===== src/rtl/cpu_pkg.sv =====
// Shared constants and types for the cpu_controller sequencer:
// opcodes, ext codes, halt word, FSM states, branch conditions, flag bits.
package cpu_pkg;

  localparam logic [3:0] OPC_RR   = 4'h0;
  localparam logic [3:0] OPC_I1   = 4'h1;
  localparam logic [3:0] OPC_I2   = 4'h2;
  localparam logic [3:0] OPC_I3   = 4'h3;
  localparam logic [3:0] OPC_I5   = 4'h5;
  localparam logic [3:0] OPC_I9   = 4'h9;
  localparam logic [3:0] OPC_CMPI = 4'hB;
  localparam logic [3:0] OPC_BCC  = 4'hC;
  localparam logic [3:0] OPC_ID   = 4'hD;

  localparam logic [3:0] EXT_CMP  = 4'hB;

  localparam logic [15:0] HALT_INSN = 16'h4000;
  localparam logic [4:0]  LOAD_NONE = 5'b10000;

  localparam int FLAG_C = 4;
  localparam int FLAG_L = 3;
  localparam int FLAG_F = 2;
  localparam int FLAG_Z = 1;
  localparam int FLAG_N = 0;

  typedef enum logic [1:0] {
    ST_FETCH,
    ST_DECODE,
    ST_EXEC,
    ST_HALT
  } state_e;

  typedef enum logic [3:0] {
    CC_EQ = 4'h0,
    CC_NE = 4'h1,
    CC_CS = 4'h2,
    CC_CC = 4'h3,
    CC_HI = 4'h4,
    CC_LS = 4'h5,
    CC_LT = 4'h6,
    CC_GE = 4'h7,
    CC_AL = 4'hE
  } cond_e;

endpackage


===== src/rtl/cpu_insn_decode.sv =====
// Combinational instruction decode: IR -> datapath controls and class bits.
// Ports: ir_i; dst_o, reg_a_o, reg_b_o, imm_o, op_o, sel_imm_o,
//   is_alu_o, is_cmp_o, is_branch_o. Bcc decoded only with CPU_BRANCH_EN.
module cpu_insn_decode
  import cpu_pkg::*;
(
  input  logic [15:0] ir_i,
  output logic [3:0]  dst_o,
  output logic [3:0]  reg_a_o,
  output logic [3:0]  reg_b_o,
  output logic [7:0]  imm_o,
  output logic [7:0]  op_o,
  output logic        sel_imm_o,
  output logic        is_alu_o,
  output logic        is_cmp_o,
  output logic        is_branch_o
);

  logic [3:0] opc;
  logic [3:0] rd;
  logic [3:0] ext;
  logic [3:0] rs;
  logic [7:0] imm;

  assign opc = ir_i[15:12];
  assign rd  = ir_i[11:8];
  assign ext = ir_i[7:4];
  assign rs  = ir_i[3:0];
  assign imm = ir_i[7:0];

  logic is_rr;
  logic is_immf;
  logic is_bcc;

  assign is_rr   = (opc == OPC_RR);
  assign is_immf = opc inside {OPC_I1, OPC_I2, OPC_I3, OPC_I5,
                               OPC_I9, OPC_ID, OPC_CMPI};

`ifdef CPU_BRANCH_EN
  assign is_bcc = (opc == OPC_BCC);
`else
  assign is_bcc = 1'b0;
`endif

  always_comb begin
    dst_o       = 4'h0;
    reg_a_o     = 4'h0;
    reg_b_o     = 4'h0;
    imm_o       = 8'h00;
    op_o        = 8'h00;
    sel_imm_o   = 1'b0;
    is_alu_o    = 1'b0;
    is_cmp_o    = 1'b0;
    is_branch_o = 1'b0;
    unique case (1'b1)
      is_rr: begin
        dst_o    = rd;
        reg_a_o  = rd;
        reg_b_o  = rs;
        op_o     = {4'h0, ext};
        is_alu_o = 1'b1;
        is_cmp_o = (ext == EXT_CMP);
      end
      is_immf: begin
        dst_o     = rd;
        reg_a_o   = rd;
        imm_o     = imm;
        op_o      = {opc, 4'h0};
        sel_imm_o = 1'b1;
        is_alu_o  = 1'b1;
        is_cmp_o  = (opc == OPC_CMPI);
      end
      is_bcc: begin
        is_branch_o = 1'b1;
      end
      default: begin
      end
    endcase
  end

endmodule


===== src/rtl/cpu_controller.sv =====
// Fetch/decode/execute sequencer for the 16-bit datapath; owns FSM, PC, IR, PSR.
// Ports: CLK, CLR (async high), imem_req/addr/ack/data, flags in;
//   loadReg, readRegA/B, Imm, op, selectImm, psr, halted out.
//   Optional conditional branches on opc C when CPU_BRANCH_EN is defined.
module cpu_controller
  import cpu_pkg::*;
#(
  parameter int               ADDR_W   = 16,
  parameter logic [ADDR_W-1:0] RESET_PC = '0
) (
  input  logic              CLK,
  input  logic              CLR,
  output logic              imem_req,
  output logic [ADDR_W-1:0] imem_addr,
  input  logic              imem_ack,
  input  logic [15:0]       imem_data,
  input  logic [4:0]        flags,
  output logic [4:0]        loadReg,
  output logic [3:0]        readRegA,
  output logic [3:0]        readRegB,
  output logic [7:0]        Imm,
  output logic [7:0]        op,
  output logic              selectImm,
  output logic [4:0]        psr,
  output logic              halted
);

  state_e            state_q, state_d;
  logic [ADDR_W-1:0] pc_q, pc_d;
  logic [15:0]       ir_q, ir_d;
  logic [4:0]        psr_q, psr_d;
  // Cleared by CLR, set on the first edge after release so that
  // the fetch request never rises in the same cycle CLR falls.
  logic              run_q;

  logic [3:0] dst;
  logic       is_alu;
  logic       is_cmp;
  logic       is_branch;

  cpu_insn_decode u_dec (
    .ir_i        (ir_q),
    .dst_o       (dst),
    .reg_a_o     (readRegA),
    .reg_b_o     (readRegB),
    .imm_o       (Imm),
    .op_o        (op),
    .sel_imm_o   (selectImm),
    .is_alu_o    (is_alu),
    .is_cmp_o    (is_cmp),
    .is_branch_o (is_branch)
  );

  logic              taken;
  logic [ADDR_W-1:0] disp;

  assign disp = ADDR_W'(signed'(ir_q[7:0]));

  // Condition is judged against the latched PSR, not live flags.
  always_comb begin
    taken = 1'b0;
    case (ir_q[11:8])
      CC_EQ:   taken =  psr_q[FLAG_Z];
      CC_NE:   taken = !psr_q[FLAG_Z];
      CC_CS:   taken =  psr_q[FLAG_C];
      CC_CC:   taken = !psr_q[FLAG_C];
      CC_HI:   taken =  psr_q[FLAG_L];
      CC_LS:   taken = !psr_q[FLAG_L];
      CC_LT:   taken =  psr_q[FLAG_N];
      CC_GE:   taken = !psr_q[FLAG_N];
      CC_AL:   taken = 1'b1;
      default: taken = 1'b0;
    endcase
  end

  always_ff @(posedge CLK or posedge CLR) begin
    if (CLR) begin
      state_q <= ST_FETCH;
      pc_q    <= RESET_PC;
      ir_q    <= '0;
      psr_q   <= '0;
      run_q   <= 1'b0;
    end else begin
      state_q <= state_d;
      pc_q    <= pc_d;
      ir_q    <= ir_d;
      psr_q   <= psr_d;
      run_q   <= 1'b1;
    end
  end

  always_comb begin
    state_d = state_q;
    pc_d    = pc_q;
    ir_d    = ir_q;
    psr_d   = psr_q;
    unique case (state_q)
      ST_FETCH: begin
        if (run_q && imem_ack) begin
          ir_d    = imem_data;
          state_d = ST_DECODE;
        end
      end
      ST_DECODE: begin
        state_d = (ir_q == HALT_INSN) ? ST_HALT : ST_EXEC;
      end
      ST_EXEC: begin
        state_d = ST_FETCH;
        if (is_branch && taken) begin
          pc_d = pc_q + disp;
        end else begin
          pc_d = pc_q + ADDR_W'(1);
        end
        if (is_alu) begin
          psr_d = flags;
        end
      end
      ST_HALT: begin
        state_d = ST_HALT;
      end
      default: begin
        state_d = ST_FETCH;
      end
    endcase
  end

  assign imem_req  = run_q && (state_q == ST_FETCH);
  assign imem_addr = pc_q;
  assign loadReg   = (state_q == ST_EXEC && is_alu) ? {is_cmp, dst}
                                                    : LOAD_NONE;
  assign psr       = psr_q;
  assign halted    = (state_q == ST_HALT);

endmodule

===== config.mk =====
export PLATFORM = sky130hd
export DESIGN_NAME = cpu_controller
export DESIGN_NICKNAME = d
export VERILOG_FILES = /design/src/rtl/cpu_pkg.sv /design/src/rtl/cpu_insn_decode.sv /design/src/rtl/cpu_controller.sv
export SDC_FILE = /design/constraint.sdc
export NUM_CORES = 1
export LEC_CHECK = 0
export ABC_CLOCK_PERIOD_IN_PS = 2800
export CAP_MARGIN = 10
export CORE_UTILIZATION = 48
export CTS_BUF_LIST = sky130_fd_sc_hd__clkbuf_4
export DETAILED_ROUTE_END_ITERATION = 7
export HOLD_SLACK_MARGIN = 0.03
export PLACE_DENSITY = 0.85
export SLEW_MARGIN = 20
export SYNTH_ARGS = -nofsm -noshare
export SYNTH_HDL_FRONTEND = slang
export SYNTH_SLANG_ARGS = --single-unit

===== constraint.sdc =====
create_clock -name CLK -period 2.8 [get_ports CLK]
set_clock_uncertainty 0.1 [all_clocks]
set_input_delay 0.28 -clock CLK [delete_from_list [all_inputs] [get_ports CLK]]
set_output_delay 0.28 -clock CLK [all_outputs]
set_load 0.02 [all_outputs]

==> impl_results.md <==
- Status: finished clean
- Row cnt: 22
- Synth Area per Inst: 12.1 sq um
- Die H: 65.0 um
- Yosys Warn Count: 0
- Peak VDD IR: 0.551 mV
- Drt pass-1 iters: 4
- CTS buffer count: 5
- Top post-synthesis cells by area: dfrtp_1 53%, and2_1 8.5%, mux2_1 8.3%, xnor2_1 5.1%, mux2_4 3.9%
- Hpwl dp: 3180 um
- Worst setup path start: ir_q[14]
- Global-route usage over all layers: 24.1%
- R2R Path End: psr[3]
- Max transition margin: 44.3%
- Prevailing post-synth register cell: dfrtp_1
- PortBufs: 76
- Synth-to-layout area growth: 47.0%
- Sink Count: 40
- CP arrival: 2.28 ns
- Via count: 1,472
- CTS H-tree depth: 2
- Yosys top cell area share: 52.5%
- Final Setup Violations: 0
- Fillers: 283
- Yosys top cell by area: dfrtp_1
- Die area: 0.00423 sq mm
- Antenna violations before repair: 0
- Placed Area: 0.00272 sq mm
- Final-report hold violation count: 0
- Async SR Flop Fraction: 100%
- Cells on worst reg2reg path: 4
- Layout cells sized above 1: 9.58%
- R2r startpoint: ir_q[13]
- Yosys reg bits: 40
- Fin crit period: 2.66 ns
- Commonest cells in the netlist: 40 x dfrtp_1, 26 x and2_1, 14 x mux2_1
- Setup CP Type: reg -> out
- Clk slew on worst S/H paths: 0.11 ns
- Req. time, crit path: 2.42 ns
- Width of the die: 65.0 um
- Nets: 264
- R2r setup slk: 0.82 ns
- Root Driver: clkbuf_4
- Max cap viols: 0
- Power density cells: 784 mW/mm^2
- Worst skew pair latency: 0.35 ns
- Core area: 0.00374 sq mm
- Crit path to: loadReg[4]
- Seq/Total Area, Yosys: 52.5%
- Initial core utilization: 50.9%
- Drt first-iter violations: 55
- Largest net degree at the start of global routing: 41
- WL final: 4380 um
- CP endpoint kind: output port
- RD Place Congestion: 0.817
- Post-CTS Hold Fix Bufs: 0
- Startpoint Class: flip-flop
- Crit-path max FO: 8
- TNS Setup: 0 ns
- Leak: 1.18 nW
- TritonCTS clock tree: done
- Number of global-route vias before repair: 1,528
- RSZ-0062 raised after global routing: no
- Detail Route Antenna Nets: 0
- Post-synth EDFFs: 0
- Global-route wire length before repair: 7590 um
- Cell Area, Synth: 0.00191 sq mm
- DR DRC count: 0
- Ant diodes: 0
- Post-Synthesis Cells: 158
- Power, Total: 2.20 mW
- Fin. max-slew vios: 0
- Avg WL per Cell: 15.2 um
- Period utilisation layout: 95.1%
- Count leader, synth: dfrtp_1
- GRT overflow: 0
- Via/cell ratio: 5.11
- Slew @ Worst Pin: 0.835 ns
- Clock buffer depth: 2
- Netlist cell types: 33
- Io pins: 77
- Fin area: 0.00280 sq mm
- F_max: 0.375 GHz
- Hold Path Class: in -> async
- Syn_nets: 183
==> through the flow <==
step	utilization [%]	hold slack [ns]	worst slack (ns)	cells
2_1_floorplan	-	0.297	0.940	158
3_3_place_gp	72.6	0.365	0.569	280
3_5_place_dp	72.6	0.367	0.515	280
4_1_cts	74.7	0.273	0.114	288
5_1_grt	74.8	0.298	0.0133	288
6_report	74.8	0.262	0.136	288
==> worst min-delay path by stage <==
stage	endpoint	slack, ns	cells after the start
after floorplan	ir_q[15]	0.30	2
after global placement	imem_addr[15]	0.37	1
after detailed placement	state_q[1]	0.37	0
after CTS	imem_addr[5]	0.27	3
after global routing	imem_addr[5]	0.30	3
final	imem_addr[15]	0.26	3
==> area by class of cell <==
class                           count  area, sq um  share of cell area [%]
Sequential cell                    40         1000                    35.8
Multi-Input combinational cell    111          868                    31.0
Timing Repair Buffer               79          783                    28.0
Tap cell                           48         60.1                    2.14
Clock buffer                        6         45.0                    1.61
Clock inverter                      2         35.0                    1.25
Inverter                            2         7.51                   0.268
==> timing repair <==
item | in CTS | in global routing
resized for setup | 0 | 2
setup buffers | 0 | 0
hold endpoints to repair | 0 | 0
endpoints found under the setup margin | 0 | 10
==> critical path, cell delays in order, from the launching register on <==
cell	delay, ns
dfrtp_2	0.48
nor4_2	0.28
buf_4	0.18
and2_1	0.15
nand4b_1	0.11
nand3_1	0.12
clkdlybuf4s50_1	0.62
==> layer usage <==
| layer | GRT usage, % | vias to the layer above | wire [um] |
|---|---|---|---|
| li1 | - | 708 | - |
| met1 | 31.1 | 717 | 1900 |
| met2 | 38.7 | 42 | 2190 |
| met3 | 6.34 | 5 | 238 |
| met4 | 8.61 | 0 | 55 |
| met5 | 0 | - | 0 |
==> registers in the layout (all words and copies together) (netlist names) <==
register / cells
ir_q: 16
state_q: 2
run_q: 1
psr: 5
imem_addr: 16
==> layout by cell type (no fill, tap or decap), drive strengths merged <==
cell type,n
clkdlybuf4s50,76
dfrtp,40
and2,26
mux2,21
xnor2,11
nand4,7
and3,6
clkbuf,6
nand3,5
xor2,4
nand2,4
nor2,4
and4,3
buf,3
nor4,3
inv,2
nand2b,2
o21ai,2
nor4b,2
a21oi,2
nor3b,1
nor2b,1
a2bb2oi,1
nor3,1
a21boi,1
nand4b,1
or3,1
ha,1
clkinv,1
bufinv,1
conb,1
==> kinds of logic (layout without fill, tap and decap cells) <==
kind of cell | count (synthesis) | in the layout | share of synthesized area (%)
buf+inv | 7 | 89 | 2.10
flops | 40 | 40 | 52.5
mux | 21 | 21 | 13.4
other cells | 1 | 1 | 0.197
simple gates | 67 | 67 | 22.0
compound gates | 6 | 6 | 2.23
xor+xnor | 15 | 15 | 6.89
fa+ha+maj | 1 | 1 | 0.656
==> where the power goes <==
group          switching, mW  total (mW)  internal, mW
clock network          0.183       0.380         0.197
logic                  0.433       0.944         0.511
registers              0.158       0.873         0.716
total                  0.774        2.20          1.42
Power figures use the tool's default switching activity.
